===== src/rtl/branch_resolve_unit.sv =====
// rtl/branch_resolve_unit.sv - registered RV32I conditional-branch resolution stage
//
// Accepts one branch per cycle over in_valid/in_ready. It evaluates the branch
// condition and computes the target and next PC. The result is returned one
// cycle later from a single-entry output register (out_valid/out_ready).
//
// Ports
//   clk, rst         clock; synchronous active-high reset
//   in_*             operands, funct3, PC, B-immediate, front-end prediction
//   out_*            taken, target, next PC, mispredict/misaligned/illegal flags
//   cnt_clear, cnt_* performance counter clear and counters (optional)
//
// Optional feature: define BRANCH_PERF_CNT_EN to build the three saturating
// performance counters and the cnt_clear input. Without it, these ports do not exist.

module branch_resolve_unit #(
    parameter int XLEN  = 32,
    parameter int CNT_W = 32
) (
    input  logic            clk,
    input  logic            rst,
`ifdef BRANCH_PERF_CNT_EN
    input  logic            cnt_clear,
    output logic [CNT_W-1:0] cnt_branches,
    output logic [CNT_W-1:0] cnt_taken,
    output logic [CNT_W-1:0] cnt_mispredict,
`endif
    input  logic            in_valid,
    output logic            in_ready,
    input  logic [XLEN-1:0] in_rs1,
    input  logic [XLEN-1:0] in_rs2,
    input  logic [2:0]      in_funct3,
    input  logic [XLEN-1:0] in_pc,
    input  logic [XLEN-1:0] in_imm,
    input  logic            in_pred_taken,
    output logic            out_valid,
    input  logic            out_ready,
    output logic            out_taken,
    output logic [XLEN-1:0] out_target,
    output logic [XLEN-1:0] out_next_pc,
    output logic            out_mispredict,
    output logic            out_misaligned,
    output logic            out_illegal
);

    typedef enum logic {
        ST_EMPTY = 1'b0,
        ST_FULL  = 1'b1
    } state_t;

    localparam logic [2:0] F3_BEQ  = 3'b000;
    localparam logic [2:0] F3_BNE  = 3'b001;
    localparam logic [2:0] F3_BLT  = 3'b100;
    localparam logic [2:0] F3_BGE  = 3'b101;
    localparam logic [2:0] F3_BLTU = 3'b110;
    localparam logic [2:0] F3_BGEU = 3'b111;

    state_t            state_q, state_d;
    logic              taken_q, taken_d;
    logic [XLEN-1:0]   target_q, target_d;
    logic [XLEN-1:0]   next_pc_q, next_pc_d;
    logic              mispredict_q, mispredict_d;
    logic              misaligned_q, misaligned_d;
    logic              illegal_q, illegal_d;

    logic              accept;
    logic              cmp_eq;
    logic              cmp_lt_u;
    logic              cmp_lt_s;
    logic              res_taken;
    logic              res_illegal;
    logic [XLEN-1:0]   res_target;
    logic [XLEN-1:0]   res_seq_pc;
    logic [XLEN-1:0]   res_next_pc;
    logic              res_mispredict;
    logic              res_misaligned;

    // in_ready is forced high during reset. The reset edge empties the
    // register anyway, and no accept can happen on a reset cycle.
    assign in_ready = rst || (state_q == ST_EMPTY) || out_ready;
    assign accept   = in_valid && in_ready && !rst;

    // ---------------------------------------------------------------
    // Condition evaluation and address arithmetic (all modulo 2^XLEN)
    // ---------------------------------------------------------------
    assign cmp_eq   = (in_rs1 == in_rs2);
    assign cmp_lt_u = (in_rs1 < in_rs2);
    assign cmp_lt_s = ($signed(in_rs1) < $signed(in_rs2));

    always_comb begin
        res_taken   = 1'b0;
        res_illegal = 1'b0;
        unique case (in_funct3)
            F3_BEQ:  res_taken = cmp_eq;
            F3_BNE:  res_taken = !cmp_eq;
            F3_BLT:  res_taken = cmp_lt_s;
            F3_BGE:  res_taken = !cmp_lt_s;
            F3_BLTU: res_taken = cmp_lt_u;
            F3_BGEU: res_taken = !cmp_lt_u;
            default: res_illegal = 1'b1;   // 010 / 011 are not branches
        endcase
    end

    assign res_target     = in_pc + in_imm;
    assign res_seq_pc     = in_pc + XLEN'(4);
    assign res_next_pc    = res_taken ? res_target : res_seq_pc;
    // An illegal op never reports a misprediction. The decode trap takes over.
    assign res_mispredict = !res_illegal && (res_taken != in_pred_taken);
    assign res_misaligned = res_taken && (res_target[1:0] != 2'b00);

    // ---------------------------------------------------------------
    // Output register: EMPTY/FULL with load-on-accept, drain-on-ready
    // ---------------------------------------------------------------
    always_comb begin
        state_d      = state_q;
        taken_d      = taken_q;
        target_d     = target_q;
        next_pc_d    = next_pc_q;
        mispredict_d = mispredict_q;
        misaligned_d = misaligned_q;
        illegal_d    = illegal_q;

        if (accept) begin
            // Covers both the fill from EMPTY and the drain-and-refill in FULL.
            state_d      = ST_FULL;
            taken_d      = res_taken;
            target_d     = res_target;
            next_pc_d    = res_next_pc;
            mispredict_d = res_mispredict;
            misaligned_d = res_misaligned;
            illegal_d    = res_illegal;
        end else if ((state_q == ST_FULL) && out_ready) begin
            // Payload is left as-is. out_valid alone tells the consumer it is stale.
            state_d = ST_EMPTY;
        end
    end

    always_ff @(posedge clk) begin
        if (rst) begin
            state_q      <= ST_EMPTY;
            taken_q      <= 1'b0;
            target_q     <= '0;
            next_pc_q    <= '0;
            mispredict_q <= 1'b0;
            misaligned_q <= 1'b0;
            illegal_q    <= 1'b0;
        end else begin
            state_q      <= state_d;
            taken_q      <= taken_d;
            target_q     <= target_d;
            next_pc_q    <= next_pc_d;
            mispredict_q <= mispredict_d;
            misaligned_q <= misaligned_d;
            illegal_q    <= illegal_d;
        end
    end

    assign out_valid      = (state_q == ST_FULL);
    assign out_taken      = taken_q;
    assign out_target     = target_q;
    assign out_next_pc    = next_pc_q;
    assign out_mispredict = mispredict_q;
    assign out_misaligned = misaligned_q;
    assign out_illegal    = illegal_q;

`ifdef BRANCH_PERF_CNT_EN
    // ---------------------------------------------------------------
    // Saturating performance counters. They update at accept time, not
    // at drain time, and illegal encodings are not counted.
    // ---------------------------------------------------------------
    logic [CNT_W-1:0] cnt_branches_q,   cnt_branches_d;
    logic [CNT_W-1:0] cnt_taken_q,      cnt_taken_d;
    logic [CNT_W-1:0] cnt_mispredict_q, cnt_mispredict_d;
    logic             cnt_event;

    assign cnt_event = accept && !res_illegal;

    always_comb begin
        cnt_branches_d   = cnt_branches_q;
        cnt_taken_d      = cnt_taken_q;
        cnt_mispredict_d = cnt_mispredict_q;

        if (cnt_clear) begin
            cnt_branches_d   = '0;
            cnt_taken_d      = '0;
            cnt_mispredict_d = '0;
        end else if (cnt_event) begin
            if (cnt_branches_q != '1) begin
                cnt_branches_d = cnt_branches_q + CNT_W'(1);
            end
            if (res_taken && (cnt_taken_q != '1)) begin
                cnt_taken_d = cnt_taken_q + CNT_W'(1);
            end
            if (res_mispredict && (cnt_mispredict_q != '1)) begin
                cnt_mispredict_d = cnt_mispredict_q + CNT_W'(1);
            end
        end
    end

    always_ff @(posedge clk) begin
        if (rst) begin
            cnt_branches_q   <= '0;
            cnt_taken_q      <= '0;
            cnt_mispredict_q <= '0;
        end else begin
            cnt_branches_q   <= cnt_branches_d;
            cnt_taken_q      <= cnt_taken_d;
            cnt_mispredict_q <= cnt_mispredict_d;
        end
    end

    assign cnt_branches   = cnt_branches_q;
    assign cnt_taken      = cnt_taken_q;
    assign cnt_mispredict = cnt_mispredict_q;
`endif

endmodule


===== config.mk =====
export PLATFORM = sky130hd
export DESIGN_NAME = branch_resolve_unit
export DESIGN_NICKNAME = d
export VERILOG_FILES = /design/src/rtl/branch_resolve_unit.sv
export SDC_FILE = /design/constraint.sdc
export NUM_CORES = 1
export LEC_CHECK = 0
export BUFFER_PORTS_ARGS = -buffer_cell sky130_fd_sc_hd__buf_2
export CORE_MARGIN = 3
export CORE_UTILIZATION = 45
export CTS_CLUSTER_SIZE = 30
export DETAILED_ROUTE_END_ITERATION = 10
export PLACE_DENSITY = 0.8
export SLEW_MARGIN = 5
export SYNTH_ARGS = -nofsm -noshare
export SYNTH_HDL_FRONTEND = slang
export SYNTH_SLANG_ARGS = --single-unit
export TNS_END_PERCENT = 1

===== constraint.sdc =====
create_clock -name clk -period 2.4 [get_ports clk]
set_clock_uncertainty 0.05 [all_clocks]
set_input_delay 0.12 -clock clk [delete_from_list [all_inputs] [get_ports clk]]
set_output_delay 0.12 -clock clk [all_outputs]
set_load 0.005 [all_outputs]

==> flow_summary.yaml <==
timing:
  post-route-period-util_pct: 104
  final_max_slew_viol_count: 0
  finalCriticalPeriod_ps: 2500
  setup_slack_ps: -95.7
  hold_slack_ps: 48.1
  hold_violations: 0
  rsz0062_at_grt: "yes"
  slew_headroom_pct: 58.4
  worstMarginPinSlew_ps: 624
  setup_violations: 25
  fmax_mhz: 401
global_routing:
  grt_max_degree: 56
  grt_antenna_before_repair: 1
  grt_pass1_vias: 6068
  gr-total-overflow: 0
  track_usage_pct: 26.5
  grt_pass1_wl_um: 28800
synthesis:
  synth_edf_count: 0
  yosys_warnings: 0
  synth_cells: 680
  yosysTopAreaCell: "dfxtp_1"
  synth_top_area_share_pct: 25.0
  syn_area_mm2: 0.00552
  synth_ff_type: "dfxtp_1"
  synth_nets: 881
  yosysUniqueCellTypes: 73
  ys_seq_area_share_pct: 25.0
  avgSynthCellArea_um2: 8.12
  synth_area_leaders: "dfxtp_1 25%, ha_1 15%, xnor2_1 4.9%"
  synth-seq-cells: 69
  async_flop_share_pct: 0
routing:
  postRouteWirelength_um: 20400
  viasPerCell: 5.76
  vias: 6581
  dr.pass1.iters: 5
  avgRoutedWirePerCell_um: 17.9
  route.detailed.drc: 0
  ant_nets: 0
  drt_iter0_markers: 419
finish:
  final_util_pct: 71.2
  drive_gt1_share_pct: 40.8
  design_area_mm2: 0.00834
  n_fill_cell: 890
  fin_nets: 1196
  fin_cells: 1143
  area_delta_synth_final_pct: 51.1
  antenna-diode-count: 0
setup_path:
  arrival_ps: 2720
  cp_data_required_time_ps: 2630
  crit_fanout: 7
  critPathLaunchType: "input pin"
  end_kind: "register"
  worstSetupPathType: "input pin to register"
placed_design:
  dp_cells: 1114
  placed_area_mm2: 0.00752
  gp_congestion: 0.917
  hpwl_um: 14900
  port_buffers: 205
die:
  dieArea_mm2: 0.0136
  die_h_um: 117
  die_w_um: 117
  io_pins: 206
  fp.coreArea_mm2: 0.0117
  initial_core_util_pct: 47.1
  rows: 39
outcome:
  violations: "setup timing"
  status: "finished with violations"
clock_tree:
  clkLatencyLatePin_ps: 340
  htreeDepth: 3
  cts_buffers: 9
  clock-sinks: 69
  cts-root-buf: "clkbuf_16"
  cts_buffer_depth: 2
  cts_tree: "done"
  clkTransAtPathRegs_ps: 60
power_and_ir_drop:
  p_per_area_mw_per_mm2: 543
  ir_worst_vdd_v: 0.000410
  power_leakage_nw: 4.13
job:
  drv_cap: 0
hold_path:
  min_path_type: "input pin to register"
==> worst paths after layout <==
kind,start,to,slack (ps),depth (start not counted)
max,in_rs2[15],out_next_pc[7]$_SDFFE_PP0P_,-100,13
min,in_pc[0],out_next_pc[0]$_SDFFE_PP0P_,50,3
max reg2reg,out_valid$_SDFFE_PP0P_,out_next_pc[10]$_SDFFE_PP0P_,630,5
min reg2reg,out_target[11]$_SDFFE_PP0P_,out_target[11]$_SDFFE_PP0P_,390,1
==> cells in the final DEF, fill, tap and decap left out, types with 21 or more instances in the layout <==
cell / count
xor2_1: 23
a21oi_1: 39
xnor2_1: 28
buf_4: 113
dfxtp_1: 69
nand2_1: 68
ha_1: 51
inv_1: 40
buf_2: 196
nor2_1: 38
nand3_1: 38
o21ai_0: 24
a21o_1: 21
==> worst max-delay path, stage by stage <==
cell and delay, ps:
buf_2 90, inv_1 70, ha_4 300, nand4_4 130, nor3_2 230, a21boi_4 240
o41ai_4 90, a211o_1 290, a311o_1 380, and3_4 220, buf_12 150, mux2_4 300
o21ai_2 120
==> per-stage QoR <==
step / setup TNS, ps / setup WS (ps) / total power, W
floorplan: -1360 / -120 / 0.00216
global placement: -12830 / -363 / 0.00283
detailed placement: -16330 / -435 / 0.00286
CTS: -16.0 / -11.8 / 0.00436
global route: -5750 / -228 / 0.00474
finish: -890 / -95.7 / 0.00453
==> synthesized netlist by cell type, drive strengths merged (5+ instances only) <==
cell / n
nand3: 45
a21o: 21
o21a: 7
xor2: 23
a31o: 5
a22o: 17
xnor2: 31
a21oi: 42
nand2b: 6
nor3: 12
nand2: 71
a211oi: 11
o31a: 5
clkbuf: 17
o211ai: 6
and2: 6
inv: 47
a31oi: 10
o21ai: 28
nor2: 39
nand4: 12
dfxtp: 69
buf: 6
mux2i: 10
o221ai: 5
and3: 8
ha: 64
==> per-layer routing <==
metal  wire length (µm)  vias to the layer above  GRT usage (%)  share of wire (%)
met3               1680                       55           4.97                8.2
met4                535                        2           8.10                2.6
met5                  7                        -              0              0.034
met2              10000                      335           46.4                 49
met1               8180                     3064           32.8                 40
li1                   -                     3125              -                  -
==> logic make-up (layout without fill, tap and decap cells) <==
family / Yosys count / in the layout / share of synthesized area [%]
xor+xnor: 54 / 54 / 8.57
simple gates: 219 / 219 / 19.8
fa+ha+maj: 65 / 65 / 14.9
flops: 69 / 69 / 25.0
compound gates: 191 / 191 / 24.2
buf+inv: 71 / 391 / 5.44
mux: 11 / 11 / 2.09
==> sequential cells by signal, summed over array words and instances, names as in the netlist <==
signal / count
out_illegal: 1
out_taken: 1
out_next_pc: 32
out_mispredict: 1
out_misaligned: 1
out_valid: 1
out_target: 32
==> where the power goes <==
| part | total (W) | switching (W) | internal (W) | leakage [nW] |
|---|---|---|---|---|
| sequential | 0.00136 | 0.0000831 | 0.00128 | 0.569 |
| combinational | 0.00167 | 0.000826 | 0.000848 | 3.41 |
| clock | 0.00149 | 0.000544 | 0.000945 | 0.156 |
| total | 0.00453 | 0.00145 | 0.00307 | 4.13 |
==> what timing repair did <==
item | in CTS | in global routing
hold buffers | 1 | 0
cloned | 0 | 3
hold endpoints to repair | 1 | 0
endpoints found under the setup margin | 28 | 40
buffers inserted | 2 | 7
pin swaps | 9 | 29
gates resized for setup | 13 | 47
==> area by class of cell <==
cell class	count	area (µm²)	share of cell area [%]
flip-flops and latches	69	1380	16.6
multi-input cells	540	4140	49.6
repair buffers	327	2110	25.3
well taps	143	179	2.15
clock inverters	6	92.6	1.11
clock buffers	10	239	2.87
inverters	48	200	2.40
(Power assumes the default switching activity.)
